<file path="src/rtl/id_operand_stage_pkg.sv">
// Shared constants, forwarding-source tuple and match helper for the ID operand stage.
package id_operand_stage_pkg;

  localparam int          DATA_W   = 32;
  localparam logic [31:0] RESET_PC = 32'hBFC0_0000;
  localparam int          REG_W    = 5;
  localparam int          RS_LSB   = 21;
  localparam int          RT_LSB   = 16;
  localparam logic [REG_W-1:0] REG_ZERO = 5'd0;

  typedef struct packed {
    logic              valid;
    logic [REG_W-1:0]  dest;
    logic              is_load;
    logic              data_ok;
    logic [DATA_W-1:0] result;
  } fwd_src_t;

  // A stage only produces a value for src when it is live and writes a real register.
  function automatic logic reg_match(input fwd_src_t s, input logic [REG_W-1:0] src);
    return s.valid && (s.dest != REG_ZERO) && (s.dest == src);
  endfunction

endpackage

</file>
<file path="src/rtl/id_operand_stage_if.sv">
// Bundle of IF/ID/EX handshake, regfile read and stage-forwarding signals around the ID stage.
interface id_operand_stage_if;
  import id_operand_stage_pkg::*;

  logic              flush;
  logic              fs_to_ds_valid;
  logic [31:0]       fs_pc;
  logic [31:0]       fs_inst;
  logic              ds_allowin;
  logic [REG_W-1:0]  raddr1;
  logic [REG_W-1:0]  raddr2;
  logic [DATA_W-1:0] rdata1;
  logic [DATA_W-1:0] rdata2;
  logic              es_valid;
  logic [REG_W-1:0]  es_dest;
  logic              es_is_load;
  logic [DATA_W-1:0] es_result;
  logic              ms_valid;
  logic [REG_W-1:0]  ms_dest;
  logic              ms_is_load;
  logic              ms_data_ok;
  logic [DATA_W-1:0] ms_result;
  logic              ws_valid;
  logic [REG_W-1:0]  ws_dest;
  logic [DATA_W-1:0] ws_result;
  logic              es_allowin;
  logic              ds_to_es_valid;
  logic [31:0]       ds_pc;
  logic [31:0]       ds_inst;
  logic [DATA_W-1:0] ds_src1;
  logic [DATA_W-1:0] ds_src2;

  modport slave (
    input  flush, fs_to_ds_valid, fs_pc, fs_inst, rdata1, rdata2,
           es_valid, es_dest, es_is_load, es_result,
           ms_valid, ms_dest, ms_is_load, ms_data_ok, ms_result,
           ws_valid, ws_dest, ws_result, es_allowin,
    output ds_allowin, raddr1, raddr2, ds_to_es_valid, ds_pc, ds_inst, ds_src1, ds_src2
  );

  modport master (
    output flush, fs_to_ds_valid, fs_pc, fs_inst, rdata1, rdata2,
           es_valid, es_dest, es_is_load, es_result,
           ms_valid, ms_dest, ms_is_load, ms_data_ok, ms_result,
           ws_valid, ws_dest, ws_result, es_allowin,
    input  ds_allowin, raddr1, raddr2, ds_to_es_valid, ds_pc, ds_inst, ds_src1, ds_src2
  );

endinterface

</file>
<file path="src/rtl/id_operand_stage_fwd_mux.sv">
// Per-operand hazard resolution: picks EX/MEM/WB/regfile value and flags a stall.
// BYPASS_EN selects the forwarding network; otherwise any in-flight writer stalls.
module id_fwd_mux
  import id_operand_stage_pkg::*;
(
  input  logic [REG_W-1:0]  i_src,
  input  fwd_src_t          i_es,
  input  fwd_src_t          i_ms,
  input  fwd_src_t          i_ws,
  input  logic [DATA_W-1:0] i_rdata,
  output logic [DATA_W-1:0] o_value,
  output logic              o_stall
);

  logic w_es_hit;
  logic w_ms_hit;
  logic w_ws_hit;
  logic w_unused;

  assign w_es_hit = reg_match(i_es, i_src);
  assign w_ms_hit = reg_match(i_ms, i_src);
  assign w_ws_hit = reg_match(i_ws, i_src);

`ifdef BYPASS_EN
  assign w_unused = ^{i_es.data_ok, i_ws.is_load, i_ws.data_ok};

  // Youngest producer wins; loads without data yet cannot be forwarded.
  always_comb begin
    o_value = i_rdata;
    o_stall = (w_es_hit && i_es.is_load) ||
              (w_ms_hit && i_ms.is_load && !i_ms.data_ok);
    if (i_src == REG_ZERO)
      o_value = '0;
    else if (w_es_hit)
      o_value = i_es.result;
    else if (w_ms_hit)
      o_value = i_ms.result;
    else if (w_ws_hit)
      o_value = i_ws.result;
  end
`else
  assign w_unused = ^{i_es.is_load, i_es.data_ok, i_es.result,
                      i_ms.is_load, i_ms.data_ok, i_ms.result,
                      i_ws.is_load, i_ws.data_ok, i_ws.result};

  always_comb begin
    o_value = (i_src == REG_ZERO) ? '0 : i_rdata;
    o_stall = w_es_hit || w_ms_hit || w_ws_hit;
  end
`endif

endmodule

</file>
<file path="src/rtl/id_operand_stage.sv">
// ID pipeline register with valid/allowin handshake, regfile addressing and RAW resolution.
// BYPASS_EN enables EX/MEM/WB forwarding; default build stalls until the writer retires.
module id_operand_stage #(
  parameter int          DATA_W   = id_operand_stage_pkg::DATA_W,
  parameter logic [31:0] RESET_PC = id_operand_stage_pkg::RESET_PC
) (
  input logic clk,
  input logic reset,
  id_operand_stage_if.slave bus
);
  import id_operand_stage_pkg::*;

  logic              r_valid;
  logic [31:0]       r_pc;
  logic [31:0]       r_inst;
  logic [REG_W-1:0]  w_rs;
  logic [REG_W-1:0]  w_rt;
  logic              w_stall1;
  logic              w_stall2;
  logic              w_ready_go;
  logic              w_allowin;
  logic [DATA_W-1:0] w_src1;
  logic [DATA_W-1:0] w_src2;
  fwd_src_t          w_es;
  fwd_src_t          w_ms;
  fwd_src_t          w_ws;

  assign w_rs = r_inst[RS_LSB +: REG_W];
  assign w_rt = r_inst[RT_LSB +: REG_W];

  always_comb begin
    w_es.valid   = bus.es_valid;
    w_es.dest    = bus.es_dest;
    w_es.is_load = bus.es_is_load;
    w_es.data_ok = 1'b0;
    w_es.result  = bus.es_result;
    w_ms.valid   = bus.ms_valid;
    w_ms.dest    = bus.ms_dest;
    w_ms.is_load = bus.ms_is_load;
    w_ms.data_ok = bus.ms_data_ok;
    w_ms.result  = bus.ms_result;
    w_ws.valid   = bus.ws_valid;
    w_ws.dest    = bus.ws_dest;
    w_ws.is_load = 1'b0;
    w_ws.data_ok = 1'b1;
    w_ws.result  = bus.ws_result;
  end

  id_fwd_mux u_fwd_rs (
    .i_src   (w_rs),
    .i_es    (w_es),
    .i_ms    (w_ms),
    .i_ws    (w_ws),
    .i_rdata (bus.rdata1),
    .o_value (w_src1),
    .o_stall (w_stall1)
  );

  id_fwd_mux u_fwd_rt (
    .i_src   (w_rt),
    .i_es    (w_es),
    .i_ms    (w_ms),
    .i_ws    (w_ws),
    .i_rdata (bus.rdata2),
    .o_value (w_src2),
    .o_stall (w_stall2)
  );

  assign w_ready_go = !(w_stall1 || w_stall2);
  assign w_allowin  = !r_valid || (w_ready_go && bus.es_allowin);

  // Flush outranks capture so an offer arriving with it is dropped.
  always_ff @(posedge clk) begin
    if (reset) begin
      r_valid <= 1'b0;
      r_pc    <= RESET_PC;
      r_inst  <= '0;
    end else if (bus.flush) begin
      r_valid <= 1'b0;
    end else if (w_allowin) begin
      r_valid <= bus.fs_to_ds_valid;
      if (bus.fs_to_ds_valid) begin
        r_pc   <= bus.fs_pc;
        r_inst <= bus.fs_inst;
      end
    end
  end

  assign bus.ds_allowin     = w_allowin;
  assign bus.ds_to_es_valid = r_valid && w_ready_go && !bus.flush;
  assign bus.raddr1         = w_rs;
  assign bus.raddr2         = w_rt;
  assign bus.ds_pc          = r_pc;
  assign bus.ds_inst        = r_inst;
  assign bus.ds_src1        = w_src1;
  assign bus.ds_src2        = w_src2;

endmodule

</file>
<file path="src/flat_wrapper.sv">
// flat-port wrapper written by rule: the top's interface ports become plain ports
module id_operand_stage_flat import id_operand_stage_pkg::*;
#(
  parameter int          DATA_W   = id_operand_stage_pkg::DATA_W,
  parameter logic [31:0] RESET_PC = id_operand_stage_pkg::RESET_PC
)
  (clk, reset, bus_flush, bus_fs_to_ds_valid, bus_fs_pc, bus_fs_inst, bus_rdata1, bus_rdata2, bus_es_valid, bus_es_dest, bus_es_is_load, bus_es_result, bus_ms_valid, bus_ms_dest, bus_ms_is_load, bus_ms_data_ok, bus_ms_result, bus_ws_valid, bus_ws_dest, bus_ws_result, bus_es_allowin, bus_ds_allowin, bus_raddr1, bus_raddr2, bus_ds_to_es_valid, bus_ds_pc, bus_ds_inst, bus_ds_src1, bus_ds_src2);
  id_operand_stage_if bus_i ();
  input logic clk;
  input logic reset;
  input wire logic [$bits(bus_i.flush)-1:0] bus_flush;
  input wire logic [$bits(bus_i.fs_to_ds_valid)-1:0] bus_fs_to_ds_valid;
  input wire logic [$bits(bus_i.fs_pc)-1:0] bus_fs_pc;
  input wire logic [$bits(bus_i.fs_inst)-1:0] bus_fs_inst;
  input wire logic [$bits(bus_i.rdata1)-1:0] bus_rdata1;
  input wire logic [$bits(bus_i.rdata2)-1:0] bus_rdata2;
  input wire logic [$bits(bus_i.es_valid)-1:0] bus_es_valid;
  input wire logic [$bits(bus_i.es_dest)-1:0] bus_es_dest;
  input wire logic [$bits(bus_i.es_is_load)-1:0] bus_es_is_load;
  input wire logic [$bits(bus_i.es_result)-1:0] bus_es_result;
  input wire logic [$bits(bus_i.ms_valid)-1:0] bus_ms_valid;
  input wire logic [$bits(bus_i.ms_dest)-1:0] bus_ms_dest;
  input wire logic [$bits(bus_i.ms_is_load)-1:0] bus_ms_is_load;
  input wire logic [$bits(bus_i.ms_data_ok)-1:0] bus_ms_data_ok;
  input wire logic [$bits(bus_i.ms_result)-1:0] bus_ms_result;
  input wire logic [$bits(bus_i.ws_valid)-1:0] bus_ws_valid;
  input wire logic [$bits(bus_i.ws_dest)-1:0] bus_ws_dest;
  input wire logic [$bits(bus_i.ws_result)-1:0] bus_ws_result;
  input wire logic [$bits(bus_i.es_allowin)-1:0] bus_es_allowin;
  output wire logic [$bits(bus_i.ds_allowin)-1:0] bus_ds_allowin;
  output wire logic [$bits(bus_i.raddr1)-1:0] bus_raddr1;
  output wire logic [$bits(bus_i.raddr2)-1:0] bus_raddr2;
  output wire logic [$bits(bus_i.ds_to_es_valid)-1:0] bus_ds_to_es_valid;
  output wire logic [$bits(bus_i.ds_pc)-1:0] bus_ds_pc;
  output wire logic [$bits(bus_i.ds_inst)-1:0] bus_ds_inst;
  output wire logic [$bits(bus_i.ds_src1)-1:0] bus_ds_src1;
  output wire logic [$bits(bus_i.ds_src2)-1:0] bus_ds_src2;
  assign bus_i.flush = bus_flush;
  assign bus_i.fs_to_ds_valid = bus_fs_to_ds_valid;
  assign bus_i.fs_pc = bus_fs_pc;
  assign bus_i.fs_inst = bus_fs_inst;
  assign bus_i.rdata1 = bus_rdata1;
  assign bus_i.rdata2 = bus_rdata2;
  assign bus_i.es_valid = bus_es_valid;
  assign bus_i.es_dest = bus_es_dest;
  assign bus_i.es_is_load = bus_es_is_load;
  assign bus_i.es_result = bus_es_result;
  assign bus_i.ms_valid = bus_ms_valid;
  assign bus_i.ms_dest = bus_ms_dest;
  assign bus_i.ms_is_load = bus_ms_is_load;
  assign bus_i.ms_data_ok = bus_ms_data_ok;
  assign bus_i.ms_result = bus_ms_result;
  assign bus_i.ws_valid = bus_ws_valid;
  assign bus_i.ws_dest = bus_ws_dest;
  assign bus_i.ws_result = bus_ws_result;
  assign bus_i.es_allowin = bus_es_allowin;
  assign bus_ds_allowin = bus_i.ds_allowin;
  assign bus_raddr1 = bus_i.raddr1;
  assign bus_raddr2 = bus_i.raddr2;
  assign bus_ds_to_es_valid = bus_i.ds_to_es_valid;
  assign bus_ds_pc = bus_i.ds_pc;
  assign bus_ds_inst = bus_i.ds_inst;
  assign bus_ds_src1 = bus_i.ds_src1;
  assign bus_ds_src2 = bus_i.ds_src2;
  id_operand_stage #(.DATA_W(DATA_W), .RESET_PC(RESET_PC)) u_core (.clk(clk), .reset(reset), .bus(bus_i));
endmodule
</file>
<file path="config.mk">
export PLATFORM = sky130hd
export DESIGN_NAME = id_operand_stage_flat
export DESIGN_NICKNAME = d
export VERILOG_FILES = /design/src/rtl/id_operand_stage_pkg.sv /design/src/rtl/id_operand_stage_if.sv /design/src/rtl/id_operand_stage_fwd_mux.sv /design/src/rtl/id_operand_stage.sv /design/src/flat_wrapper.sv
export SDC_FILE = /design/constraint.sdc
export NUM_CORES = 1
export LEC_CHECK = 0
export ABC_CLOCK_PERIOD_IN_PS = 2800
export BUFFER_PORTS_ARGS = -buffer_cell sky130_fd_sc_hd__buf_2
export CAP_MARGIN = 20
export CORE_AREA = 2 2 152 154
export DETAILED_ROUTE_END_ITERATION = 10
export DIE_AREA = 0 0 154 156
export SYNTH_ARGS = -nofsm -noshare
export SYNTH_HDL_FRONTEND = slang
export SYNTH_HIERARCHICAL = 1
export SYNTH_SLANG_ARGS = --single-unit
</file>
<file path="constraint.sdc">
create_clock -name clk -period 2.8 [get_ports clk]
set_input_delay 0.56 -clock clk [delete_from_list [all_inputs] [get_ports clk]]
set_output_delay 0.56 -clock clk [all_outputs]
set_load 0.02 [all_outputs]
</file>
# --- Yosys cells after proc, flatten, opt, wreduce, memory -nomap -nowiden ---
# Index checks and enable logic that the tools add are counted.
totals:
  inputBits: 250
  regBits: 65
  word_cells: 40
  latch_bits: 0
  n_memories: 0
  ramBits: 0
  mem_bits_ro: 0
  out_inout_bits: 140
classes:
  mux: 2
  reduce_logical: 28
  bitwise_logic: 1
  n_mul: 0
  order_cmp: 0
  n_addsub: 0
  n_eq_ne: 6
  n_div: 0
  shifts: 0
op_table:
  columns: ["operator", "count"]
  rows:
  - ["$mux W32", 2]
  - ["$eq A5 B5 Y1", 6]
  - ["$reduce_bool A5 Y1", 3]
  - ["$logic_and A1 B1 Y1", 12]
  - ["$logic_not A5 Y1", 2]
  - ["$logic_or A1 B1 Y1", 6]
  - ["$logic_not A1 Y1", 3]
  - ["$reduce_and A3 Y1", 1]
  - ["$reduce_or A2 Y1", 1]
  - ["$not A1 Y1", 1]

# --- Logic depth before layout (Yosys ltp) ---
depth:
  depth_word: 10
  ltp_mapped: 8
  ltp_nobuf: 7

# --- Hierarchy ---
# Netlist, hierarchy kept.
modules_own_cells:
  columns: ["mod", "n_inst", "seq_area_each_um2", "cells_each", "area_per_inst_um2"]
  rows:
  - ["id_operand_stage", 1, 1301.2, 165, 2193.4]
  - ["id_fwd_mux", 2, 0.0, 68, 444.2]

# --- Worst setup path before layout ---
# No wires, ideal clock.
synth_timing:
  path_kind: "input port to flip-flop"
  start: "input port bus_ws_dest[0]"
  end: "register u_core.r_inst[17], in the netlist u_core/bus.ds_inst[17]"
  cell_stages: 8
  arrival_time_ns: 2.491
  setup_ns: 0.059
  required_ns: 2.741
  slack_ns: 0.250
  path_buffers: 1
  path_cell_list: "nor4_1 o21ai_0 nand4_1 nand3_1 or3b_4 a2111oi_4 buf_6 a22o_2"
synth_between:
  elab_chain_len: 9
  word_cells_on_any_way: 13
  classes_between: "eq/ne (2); reduce/logical (11)"
synth_rtl:
  columns: ["element", "line_no", "source"]
  rows:
  - ["start: declaration", "flat_wrapper.sv:27", "input wire logic [$bits(bus_i.ws_dest)-1:0] bus_ws_dest;"]
  - ["$reduce_bool A5 Y1", "id_operand_stage_pkg.sv:21", "return s.valid && (s.dest != REG_ZERO) && (s.dest == src);"]
  - ["$logic_and A1 B1 Y1", "id_operand_stage_pkg.sv:21", null]
  - ["$logic_and A1 B1 Y1 *", "id_operand_stage_pkg.sv:21", null]
  - ["$logic_or A1 B1 Y1 *", "id_operand_stage_fwd_mux.sv:48", "o_stall = w_es_hit || w_ms_hit || w_ws_hit;"]
  - ["net u_core.w_stall2", "id_operand_stage.sv:19", "logic w_stall2;"]
  - ["$logic_or A1 B1 Y1 *", "id_operand_stage.sv:69", "assign w_ready_go = !(w_stall1 || w_stall2);"]
  - ["$logic_not A1 Y1 *", "id_operand_stage.sv:69", null]
  - ["$logic_and A1 B1 Y1 *", "id_operand_stage.sv:70", "assign w_allowin = !r_valid || (w_ready_go && bus.es_allowin);"]
  - ["$logic_or A1 B1 Y1 *", "id_operand_stage.sv:70", null]
  - ["$reduce_and A3 Y1 (no source line) *", null, null]
  - ["end signal: assignment", "id_operand_stage.sv:84", "r_inst <= bus.fs_inst;"]
  - ["end: declaration", "id_operand_stage.sv:15", "logic [31:0] r_inst;"]
# Mark *: on every way through the listed nets, which the timed path passes. The rest lies on a longest branch.
# A chain may end at the register's enable or synchronous reset.

# --- Worst setup path in the final report ---
layout_timing:
  start: "input port bus_es_dest[1]"
  end: "output port bus_ds_allowin"
layout_between:
  elab_chain_len: 9
  word_cells_on_any_way: 14
  classes_between: "eq/ne (2); reduce/logical (12)"
layout_rtl:
  columns: ["element", "line_no", "source"]
  rows:
  - ["start: declaration", "flat_wrapper.sv:18", "input wire logic [$bits(bus_i.es_dest)-1:0] bus_es_dest;"]
  - ["$reduce_bool A5 Y1", "id_operand_stage_pkg.sv:21", null]
  - ["$logic_and A1 B1 Y1", "id_operand_stage_pkg.sv:21", null]
  - ["$logic_and A1 B1 Y1 *", "id_operand_stage_pkg.sv:21", null]
  - ["$logic_or A1 B1 Y1 * (2 in series)", "id_operand_stage_fwd_mux.sv:48", null]
  - ["net u_core.w_stall2", "id_operand_stage.sv:19", null]
  - ["$logic_or A1 B1 Y1 *", "id_operand_stage.sv:69", null]
  - ["$logic_not A1 Y1 *", "id_operand_stage.sv:69", null]
  - ["$logic_and A1 B1 Y1 *", "id_operand_stage.sv:70", null]
  - ["$logic_or A1 B1 Y1 *", "id_operand_stage.sv:70", null]
  - ["end: declaration", "flat_wrapper.sv:30", "output wire logic [$bits(bus_i.ds_allowin)-1:0] bus_ds_allowin;"]
# Marked as above.

==> run metrics <==
status=complete, no violations; # IOs=390; min Tclk post-route=2.76 ns; static leakage=2.72 nW; Placed Area=4960 um2; Worst Setup Start Kind=input port; Slew HR=0.704; Clk pwr share=0.399; clk buf depth=2; first-pass GRT wire length=20200 um; share of post-route cells with drive strength above 1=0.662; pin count of the biggest net entering global routing=44; DR iter-0 viols=159; core area=22400 um2; H-tree depth=3; upper clock frequency limit=363 MHz; internal power=0.00208 W; Final Total Pwr=0.00303 W; Final Max Tran Viols=0; Mean Syn Cell Area=10.3 um2; Worst-Skew Late Latency=0.33 ns; Sw Share=0.314; die area=24000 um2; cell area after layout=5310 um2; Net Count, Synth=549; fin crit share=0.984; antenna violations before repair=4; DRC=0; RSZ-0062 raised after global routing=false; synthesized area=3070 um2; Die Height=156 um; gpl congestion=0.817; Seq pwr share=0.334; Rows=55; WL/cell=15.9 um; synthesis-to-layout area growth=72.8%; setup bufs post-CTS=0; Post-CTS Hold Buffers=0; port bufs=290; ANT nets after route=0; # diodes=0; CTS root buf=clkbuf_16; total CTS buffers=9; CTS Sinks=65; Worst Tran Pin Value=0.443 ns; DR pass1 iterations=5; final net count=851; aggregate global-route resource usage=0.113; maximum vdd drop=0.254 mV; Setup CP Type=in -> out; critical path arrival=2.20 ns; Worst setup EP type=output pin; Synth warnings=6; Post-Route WL=14100 um; Mapped Cells=299; crit-path max FO=3; min-delay worst type=in -> reg; post-DR vias/cell=3.93; vias in the first global route=3431; Comb power frac=0.266; grt ovf=0; detailed placer's ending HPWL=11600 um; Final TNS setup=0 ns; NetSw=0.000953 W; CP required=2.24 ns; Initial Util=0.137; Fin Clk Skew=0.00724 ns; Cell Pwr Density=571 nW/um2; Hold Vio Cnt, Final=0; Chip Width=154 um; CTS tree=built; Vias=3501; CTS clock-pin slew for the worst setup and hold paths=0.06 ns; max cap viols=0; Final setup viols=0; final core utilization=0.238
sequential cells by signal (all words and copies together), names as in the netlist:
| signal | flops |
|---|---|
| u_core/bus.ds_pc | 32 |
| u_core/r_valid | 1 |
| u_core/bus.ds_inst | 32 |
cell type report:
| cell class | instances | area [um2] |
|---|---|---|
| Clock buffer | 10 | 229 |
| Clock inverter | 6 | 82.6 |
| Fill cell | 2476 | 17100 |
| Inverter | 1 | 3.75 |
| Multi-Input combinational cell | 205 | 1610 |
| Sequential cell | 65 | 1310 |
| Tap cell | 285 | 357 |
| Timing Repair Buffer | 319 | 1720 |
worst max-delay path, cell delays in order:
cell	delay [ns]
buf_2	0.13
nor4_1	0.30
o21ai_0	0.17
nand4_1	0.17
nand3_2	0.15
or3b_4	0.45
nand2_1	0.12
buf_4	0.16
per-layer routing:
layer	vias to the layer above	global-route usage	wire length, um
met4	2	0.0320	212
li1	1674	-	-
met3	23	0.0397	1410
met2	220	0.204	6790
met5	-	0	13
met1	1582	0.127	5700
per-stage QoR:
| stage | hold WS, ns | setup WS [ns] | std cells |
|---|---|---|---|
| floorplan | 0.611 | 0.250 | 299 |
| global placement | 0.459 | -0.0945 | 875 |
| detailed placement | 0.460 | -0.137 | 875 |
| CTS | 0.415 | 0.0215 | 891 |
| global route | 0.420 | 0.000562 | 891 |
| finish | 0.430 | 0.0443 | 891 |
final timing paths:
| kind | from | to | slack [ns] | cells past startpoint |
|---|---|---|---|---|
| setup / recovery | bus_es_dest[1] | bus_ds_allowin | 0.04 | 8 |
| hold / removal | bus_fs_pc[28] | u_core/bus.ds_pc[28] | 0.43 | 2 |
| setup reg to reg | u_core/bus.ds_inst[17] | u_core/bus.ds_inst[28] | 0.30 | 9 |
| hold reg to reg | u_core/bus.ds_pc[25] | u_core/bus.ds_pc[25] | 0.47 | 1 |
power by group through the flow:
| stage | combinational (W) | clock [W] | sequential (W) |
|---|---|---|---|
| detailed placement | 0.000814 | 0 | 0.00103 |
| finish | 0.000808 | 0.00121 | 0.00101 |
| global placement | 0.000807 | 0 | 0.00103 |
| floorplan | 0.000389 | 0 | 0.00109 |
| CTS | 0.000814 | 0.00127 | 0.00101 |
| global route | 0.000871 | 0.00130 | 0.00102 |
layout by cell type (no fill, tap or decap), types with 7 or more instances in the layout:
cell / n
clkbuf_16: 9
nor2b_1: 65
dfxtp_1: 59
a22o_2: 46
buf_2: 288
o22a_1: 10
a22o_1: 9
buf_4: 27
nand2_1: 7
xor2_1: 18
timing repair:
item,4_1_cts,5_1_grt
hold endpoints to repair,0,0
pin swaps,0,1
gates resized for setup,5,8
setup endpoints to repair,2,55
Note: power is estimated with default switching activity, not from simulation.
